**src/rtl/sum_differencer_if.sv**
```systemverilog
// Handshake bundle for sum_differencer: running-sum input stream in,
// recovered-increment output stream out, plus the accepted-sample counter.
interface sum_differencer_if #(
  parameter int WIDTH = 16
);
  logic [WIDTH-1:0] in_sum;
  logic             in_valid;
  logic             in_restart;
  logic             in_ready;
  logic [WIDTH-1:0] out;
  logic             out_valid;
  logic             out_ready;
  logic             out_first;
  logic             out_wrap;
  logic [15:0]      sample_count;

  modport slave (
    input  in_sum, in_valid, in_restart, out_ready,
    output in_ready, out, out_valid, out_first, out_wrap, sample_count
  );

  modport master (
    output in_sum, in_valid, in_restart, out_ready,
    input  in_ready, out, out_valid, out_first, out_wrap, sample_count
  );
endinterface

```
**src/rtl/sum_differencer.sv**
```systemverilog
// Recovers per-sample increments from an accumulator's running sum and
// buffers {diff, first, wrap} in a 2-entry FIFO with a registered in_ready.
module sum_differencer #(
  parameter int WIDTH = 16,
  parameter int DEPTH = 2
) (
  input logic              clk,
  input logic              reset,
  sum_differencer_if.slave bus
);

  typedef enum logic {IDLE, RUN} state_e;

  typedef struct packed {
    logic [WIDTH-1:0] diff;
    logic             first;
    logic             wrap;
  } entry_t;

  state_e           state_q, state_d;
  logic [WIDTH-1:0] prev_q, prev_d;
  logic [1:0]       count_q, count_d;
  logic [15:0]      sample_count_q, sample_count_d;
  entry_t           mem_q [2];
  entry_t           mem_d [2];

  logic             accept, pop, full;
  logic [WIDTH-1:0] base;
  entry_t           new_entry;

  // in_ready depends only on registered count, so there is no path from out_ready.
  assign full          = (count_q == 2'(DEPTH));
  assign bus.in_ready  = reset && !full;
  assign bus.out_valid = reset && (count_q != 2'd0);
  assign accept        = bus.in_valid && bus.in_ready;
  assign pop           = bus.out_valid && bus.out_ready;

  assign bus.out          = bus.out_valid ? mem_q[0].diff  : '0;
  assign bus.out_first    = bus.out_valid ? mem_q[0].first : 1'b0;
  assign bus.out_wrap     = bus.out_valid ? mem_q[0].wrap  : 1'b0;
  assign bus.sample_count = sample_count_q;

  // NOTE: every always_comb output gets a default first so no path can infer a latch.
  always_comb begin
    state_d        = state_q;
    prev_d         = prev_q;
    count_d        = count_q;
    sample_count_d = sample_count_q;
    mem_d          = mem_q;

    new_entry.first = (state_q == IDLE) || bus.in_restart;
    base            = new_entry.first ? '0 : prev_q;
    new_entry.diff  = bus.in_sum - base;
    new_entry.wrap  = !new_entry.first && (bus.in_sum < prev_q);

    if (accept) begin
      state_d        = RUN;
      prev_d         = bus.in_sum;
      sample_count_d = sample_count_q + 16'd1;
    end

    // Shift-register FIFO: entry 0 is always the head.
    unique case ({accept, pop})
      2'b10: begin
        if (count_q == 2'd0) mem_d[0] = new_entry;
        else                 mem_d[1] = new_entry;
        count_d = count_q + 2'd1;
      end
      2'b01: begin
        mem_d[0] = mem_q[1];
        count_d  = count_q - 2'd1;
      end
      2'b11: begin
        // Accept is only possible below full, so a pop+push here means count was 1.
        mem_d[0] = new_entry;
      end
      default: ;
    endcase
  end

  // NOTE: sequential state uses non-blocking assignments so every flop samples pre-edge values.
  always_ff @(posedge clk) begin
    if (!reset) begin
      state_q        <= IDLE;
      prev_q         <= '0;
      count_q        <= 2'd0;
      sample_count_q <= 16'd0;
    end else begin
      state_q        <= state_d;
      prev_q         <= prev_d;
      count_q        <= count_d;
      sample_count_q <= sample_count_d;
    end
  end

  // NOTE: FIFO storage is not reset; outputs are gated by out_valid, so stale contents never escape.
  always_ff @(posedge clk) begin
    mem_q <= mem_d;
  end

endmodule

```
**src/flat_wrapper.sv**
```systemverilog
// flat-port wrapper written by rule: the top's interface ports become plain ports
module sum_differencer_flat 
#(
  parameter int WIDTH = 16,
  parameter int DEPTH = 2
)
  (clk, reset, bus_in_sum, bus_in_valid, bus_in_restart, bus_out_ready, bus_in_ready, bus_out, bus_out_valid, bus_out_first, bus_out_wrap, bus_sample_count);
  sum_differencer_if #(.WIDTH(WIDTH)) bus_i ();
  input logic clk;
  input logic reset;
  input wire logic [$bits(bus_i.in_sum)-1:0] bus_in_sum;
  input wire logic [$bits(bus_i.in_valid)-1:0] bus_in_valid;
  input wire logic [$bits(bus_i.in_restart)-1:0] bus_in_restart;
  input wire logic [$bits(bus_i.out_ready)-1:0] bus_out_ready;
  output wire logic [$bits(bus_i.in_ready)-1:0] bus_in_ready;
  output wire logic [$bits(bus_i.out)-1:0] bus_out;
  output wire logic [$bits(bus_i.out_valid)-1:0] bus_out_valid;
  output wire logic [$bits(bus_i.out_first)-1:0] bus_out_first;
  output wire logic [$bits(bus_i.out_wrap)-1:0] bus_out_wrap;
  output wire logic [$bits(bus_i.sample_count)-1:0] bus_sample_count;
  assign bus_i.in_sum = bus_in_sum;
  assign bus_i.in_valid = bus_in_valid;
  assign bus_i.in_restart = bus_in_restart;
  assign bus_i.out_ready = bus_out_ready;
  assign bus_in_ready = bus_i.in_ready;
  assign bus_out = bus_i.out;
  assign bus_out_valid = bus_i.out_valid;
  assign bus_out_first = bus_i.out_first;
  assign bus_out_wrap = bus_i.out_wrap;
  assign bus_sample_count = bus_i.sample_count;
  sum_differencer #(.WIDTH(WIDTH), .DEPTH(DEPTH)) u_core (.clk(clk), .reset(reset), .bus(bus_i));
endmodule
```
**config.mk**
```make
export PLATFORM = sky130hd
export DESIGN_NAME = sum_differencer_flat
export DESIGN_NICKNAME = d
export VERILOG_FILES = /design/src/rtl/sum_differencer_if.sv /design/src/rtl/sum_differencer.sv /design/src/flat_wrapper.sv
export SDC_FILE = /design/constraint.sdc
export NUM_CORES = 1
export LEC_CHECK = 0
export BUFFER_PORTS_ARGS = -buffer_cell sky130_fd_sc_hd__buf_2
export CAP_MARGIN = 20
export CORE_ASPECT_RATIO = 1.25
export CORE_UTILIZATION = 58
export DETAILED_ROUTE_END_ITERATION = 8
export PLACE_DENSITY_LB_ADDON = 0.15
export SLEW_MARGIN = 20
export SYNTH_ARGS = -nofsm -noshare
export SYNTH_HDL_FRONTEND = slang
export SYNTH_SLANG_ARGS = --single-unit
```
**constraint.sdc**
```tcl
create_clock -name clk -period 4.16 [get_ports clk]
set_input_delay 0.832 -clock clk [delete_from_list [all_inputs] [get_ports clk]]
set_output_delay 0.832 -clock clk [all_outputs]
set_load 0.05 [all_outputs]
```
# ---- Yosys cells after proc, flatten, opt, wreduce, memory -nomap -nowiden
# Index checks and enable logic that the tools add are counted.
dict set report classes {
  n_reduce_logical 14
  n_eq_ne 5
  n_bitwise 2
  n_addsub 4
  n_lt_le_gt_ge 1
  mux 7
}
# op n
set ops {}
lappend ops {{$pmux 18 s3} 1}
lappend ops {{$mux 16} 2}
lappend ops {{$mux 18} 1}
lappend ops {{$add 16x1->16 const B} 1}
lappend ops {{$lt 16x16->1} 1}
lappend ops {{$sub 16x16->16} 1}
lappend ops {{$eq 2x2->1 const B} 3}
lappend ops {{$logic_and 1x1->1} 5}
lappend ops {{$pmux 2 s2} 1}
lappend ops {{$reduce_and 2->1} 2}
lappend ops {{$reduce_bool 2->1} 2}
lappend ops {{$reduce_bool 3->1} 1}
lappend ops {{$add 2x1->2 const B} 1}
lappend ops {{$eq 2x1->1 const B} 1}
lappend ops {{$logic_not 1->1} 2}
lappend ops {{$logic_not 2->1} 1}
lappend ops {{$mux 1} 2}
lappend ops {{$ne 2x1->1 const B} 1}
lappend ops {{$not 1->1} 2}
lappend ops {{$sub 2x1->2 const B} 1}
lappend ops {{$logic_or 1x1->1} 1}
dict set report word_totals {
  reg_bits 71
  wordCells 43
  in_bits 21
  output_inout_bits 36
}

# ---- Logic depth before layout (Yosys ltp)
dict set report logic_depth {
  word_depth 7
  mapped_depth 12
  mapped_depth_nobuf 11
}

# ---- Least setup slack after synthesis
# OpenSTA, ideal clock, no wires.
dict set report synth_path {
  path_kind {input -> register}
  startpoint {in reset}
  endpoint {reg u_core.mem_q[18] (netlist name), enable pin}
  slack_ns 0.349
  arrival_time_ns 3.418
  stages 7
  path_buffers 2
  path_cell_list {clkbuf_1 -> o21a_1 -> clkbuf_1 -> nand2_1 -> ha_1 -> o21a_1 -> nor2_1}
}
dict set report synth_between {
  elab_chain_len 5
}
# item line_no
set synth_lines {}
lappend synth_lines {{start: declaration} flat_wrapper.sv:10} ;# input logic reset;
lappend synth_lines {{$logic_and 1x1->1 *} sum_differencer.sv:34} ;# assign bus.out_valid = reset && (count_q != 2'd0);
lappend synth_lines {{net bus_out_valid} flat_wrapper.sv:17} ;# output wire logic [$bits(bus_i.out_valid)-1:0] bus_out_valid;
lappend synth_lines {{$logic_and 1x1->1 *} sum_differencer.sv:36} ;# assign pop = bus.out_valid && bus.out_ready;
lappend synth_lines {{$eq 2x2->1 or $eq 2x1->1 (tied branches)} sum_differencer.sv:63} ;# unique case ({accept, pop})
lappend synth_lines {{$ne 2x1->1 (no source line) or $reduce_bool 3->1 (tied branches)} n/a}
lappend synth_lines {{$reduce_and 2->1 (no source line) *} n/a}
lappend synth_lines {{end signal: assignment} sum_differencer.sv:98} ;# mem_q <= mem_d;
lappend synth_lines {{end: declaration} sum_differencer.sv:24} ;# entry_t mem_q [2];
# The timed path passes the listed nets; every way through them passes the cells marked *.
# A chain may end at the register's enable or synchronous reset.

==> summary.txt <==
Status
  • Status: finished clean

Detailed routing
  • Vias/cell: 5.44
  • Routed wire length on met3: 324 um
  • Post-route ant nets: 0
  • Drt drc: 0
  • Max Used Layer: met4
  • Via count: just over 3000
  • M1 WL: 3400 um
  • DR WL/cell: 14.0 um
  • Final wirelength: 7970 um
  • Met2 WL: roughly 4000 um
  • First-pass iteration count of the detailed router: 4
  • DR iter-0 viols: 147

Floorplan
  • Chip width: 76.8 um
  • Top-Level Pins: 57
  • Initial Utilization: 0.610
  • Core ar.: about 6600 um^2
  • Full die area: about 7300 um^2
  • Row Count: 33
  • Die height: 95.5 um

Synthesis
  • Post-synth cell types: 45
  • Ys Warns: 0
  • EDFF count, synth: 36
  • Synth Register Bits: 71
  • Synth Net Count: 478
  • Synth area leader: edfxtp_1
  • Seq/Total Area, Yosys: 0.439
  • Gate Count Post-Synth: approximately 420
  • Top_reg_cell synth: edfxtp_1
  • Fraction of registers with async set or reset after synthesis: 0
  • Cell Area, Synth: 4060 um^2
  • Top-count cell post-synth: nand2_1
  • Synth area leaders: edfxtp_1, dfxtp_1, ha_1, nand2_1, and2_1
  • Synthesized area per cell: 9.64 um^2
  • Synth cell count leaders: nand2_1, edfxtp_1, and2_1, dfxtp_1, ha_1
  • Top cell type's share of synthesized area: 0.267

Placement
  • Post-DP HPWL: about 6100 um
  • Port-buffer cells: 56
  • Gpl congestion: 0.925

Timing
  • Final setup vio count: 0
  • Post-route setup TNS: 0 ns
  • Endpoints failing hold: 0
  • Slew Viols, Final: 0
  • Unrepaired setup endpoints after global routing: false
  • Slew @ Worst Pin: around 0.84 ns
  • Tmin final: around 3.3 ns
  • Relative slew slack: 0.441
  • Fmax: 0.305 GHz
  • Setup Skew: between 0.01 and 0.015 ns
  • Tcrit/Tclk final: 0.789

Power and ir drop
  • Max IR drop VDD: 262 uV
  • Final Power: 1770 uW
  • Leakage power total: between 0.0015 and 0.002 uW
  • PD cells: between 300 and 400 nW/um^2

Clock tree
  • CTS max path bufs: 2
  • Clk slew on worst S/H paths: 0.07 ns
  • Cts hold-fix bufs: 0
  • Post-CTS Setup Inserts: 0
  • CTS Buf Count: 9
  • # H-tree levels: 3
  • CTS sink count: 71
  • Post-cts resize count: 0
  • CTS tree: yes
  • Clock root buffer: clkbuf_8
  • Worst-Skew Late Latency: 0.35 ns

Cells and area
  • Final net count: 535
  • FILL cells: 533
  • Antenna diodes: 0
  • Proportion of layout cells with a drive suffix above 1: 0.195
  • Fin util: 0.697
  • Synthesis-to-finish area growth: 14.3%

Critical path
  • Worst-path cell chain: buf_2 > nor2b_1 > buf_4 > nand2_1 > fa_1 > a21o_1 > a311o_1 > a211oi_1 > o31ai_1 > xor2_1 > mux2_2
  • Buf+Inv Stages, Crit Path: 2
  • Crit path launch type: input port
  • Setup CP Type: in2reg
  • Critical Path AT: around 3.4 ns
  • Slowest CP cell: fa_1
  • Crit path max-delay family: compound AO/OA/AOI/OAI gates
  • CP endpoint kind: register
  • R2R setup slack: 1.10 ns
  • CP max FO: 14
  • Req. time, crit path: 4.25 ns
  • Max stage delay on crit path: 0.44 ns

Global route
  • First-pass GRT wire length: 13300 um
  • Tot GR Track Use: 0.235
  • Pin count of the biggest net entering global routing: 39
  • Overflow after GRT: 0
  • Vias in the first global route: 2959
  • Antenna violations before repair: 0

Run
  • Max_cap viols: 0

Hold path
  • HP Class: reg2reg
through the flow:
step           setup WS (ns)  hold WS (ns)  cell area [um^2]  std cells
6_report               0.878         0.456              4640        570
3_5_place_dp           0.549         0.449              4420        554
2_1_floorplan          0.349         0.416              4060        421
4_1_cts                0.910         0.462              4640        570
3_3_place_gp           0.628         0.435              4420        554
5_1_grt                0.728         0.480              4640        570
routing by layer:
metal,up-vias,GRT usage
met4,0,0.139
met2,82,0.425
met5,-,0
met1,1413,0.265
li1,1583,-
met3,20,0.0344
final cells by class:
type                       count  area (um^2)  share of cell area
tap                           87          109              0.0235
sequential                    71         1780               0.384
clock inverter                 3         20.0             0.00432
inverter                      24         90.1              0.0194
clock buffer                  13          191              0.0413
multi-input combinational    311         2130               0.459
timing repair buffer          61          318              0.0686
cells by family (layout without fill, tap and decap cells):
logic type                 after synthesis  count (layout)  synth area share
DFF                                     71              71             0.439
and+or+nand+nor                        149             149             0.182
buffers and inverters                   39             101            0.0367
xor gates and xnor gates                28              28            0.0605
AOI/OAI and AO/OA                       83              83             0.127
adders and majority gates               36              36             0.113
muxes                                   15              15            0.0416
final timing paths:
check,startpoint,endpoint,depth (start not counted)
max,bus_in_restart,u_core.mem_q[32],11
min,u_core.state_q,u_core.state_q,2
max reg2reg,u_core.state_q,u_core.mem_q[32],10
min reg2reg,u_core.state_q,u_core.state_q,2
where the power goes:
group	leakage, uW	switching [uW]	internal [uW]	total [uW]
clock network	0.000111	251	307	559
logic	0.00117	241	140	381
registers	0.000618	23.7	804	828
state kept, by name (all words and copies together), names as in the netlist:
| register | cells |
|---|---|
| u_core.bus.sample_count | 16 |
| u_core.mem_q | 36 |
| u_core.state_q | 1 |
| u_core.prev_q | 16 |
| u_core.count_q | 2 |
worst reg2reg max path, cell delays in order, from the launching register on:
cell	delay [ns]
dfxtp_1	0.33
nor2b_1	0.29
buf_4	0.26
nand2_1	0.12
fa_1	0.44
a21o_1	0.21
a311o_1	0.38
a211oi_1	0.23
o31ai_1	0.11
xor2_1	0.17
mux2_2	0.28
cell usage in the layout (no fill, tap or decap), types with 14 or more instances in the layout:
cell type   n
buf_2      56
o21ai_0    22
inv_1      23
a21oi_1    20
dfxtp_1    35
nand2_1    66
edfxtp_1   36
ha_1       35
mux2_2     14
and2_1     35
xnor2_1    16
No activity file was read; power rests on OpenSTA's default activity.
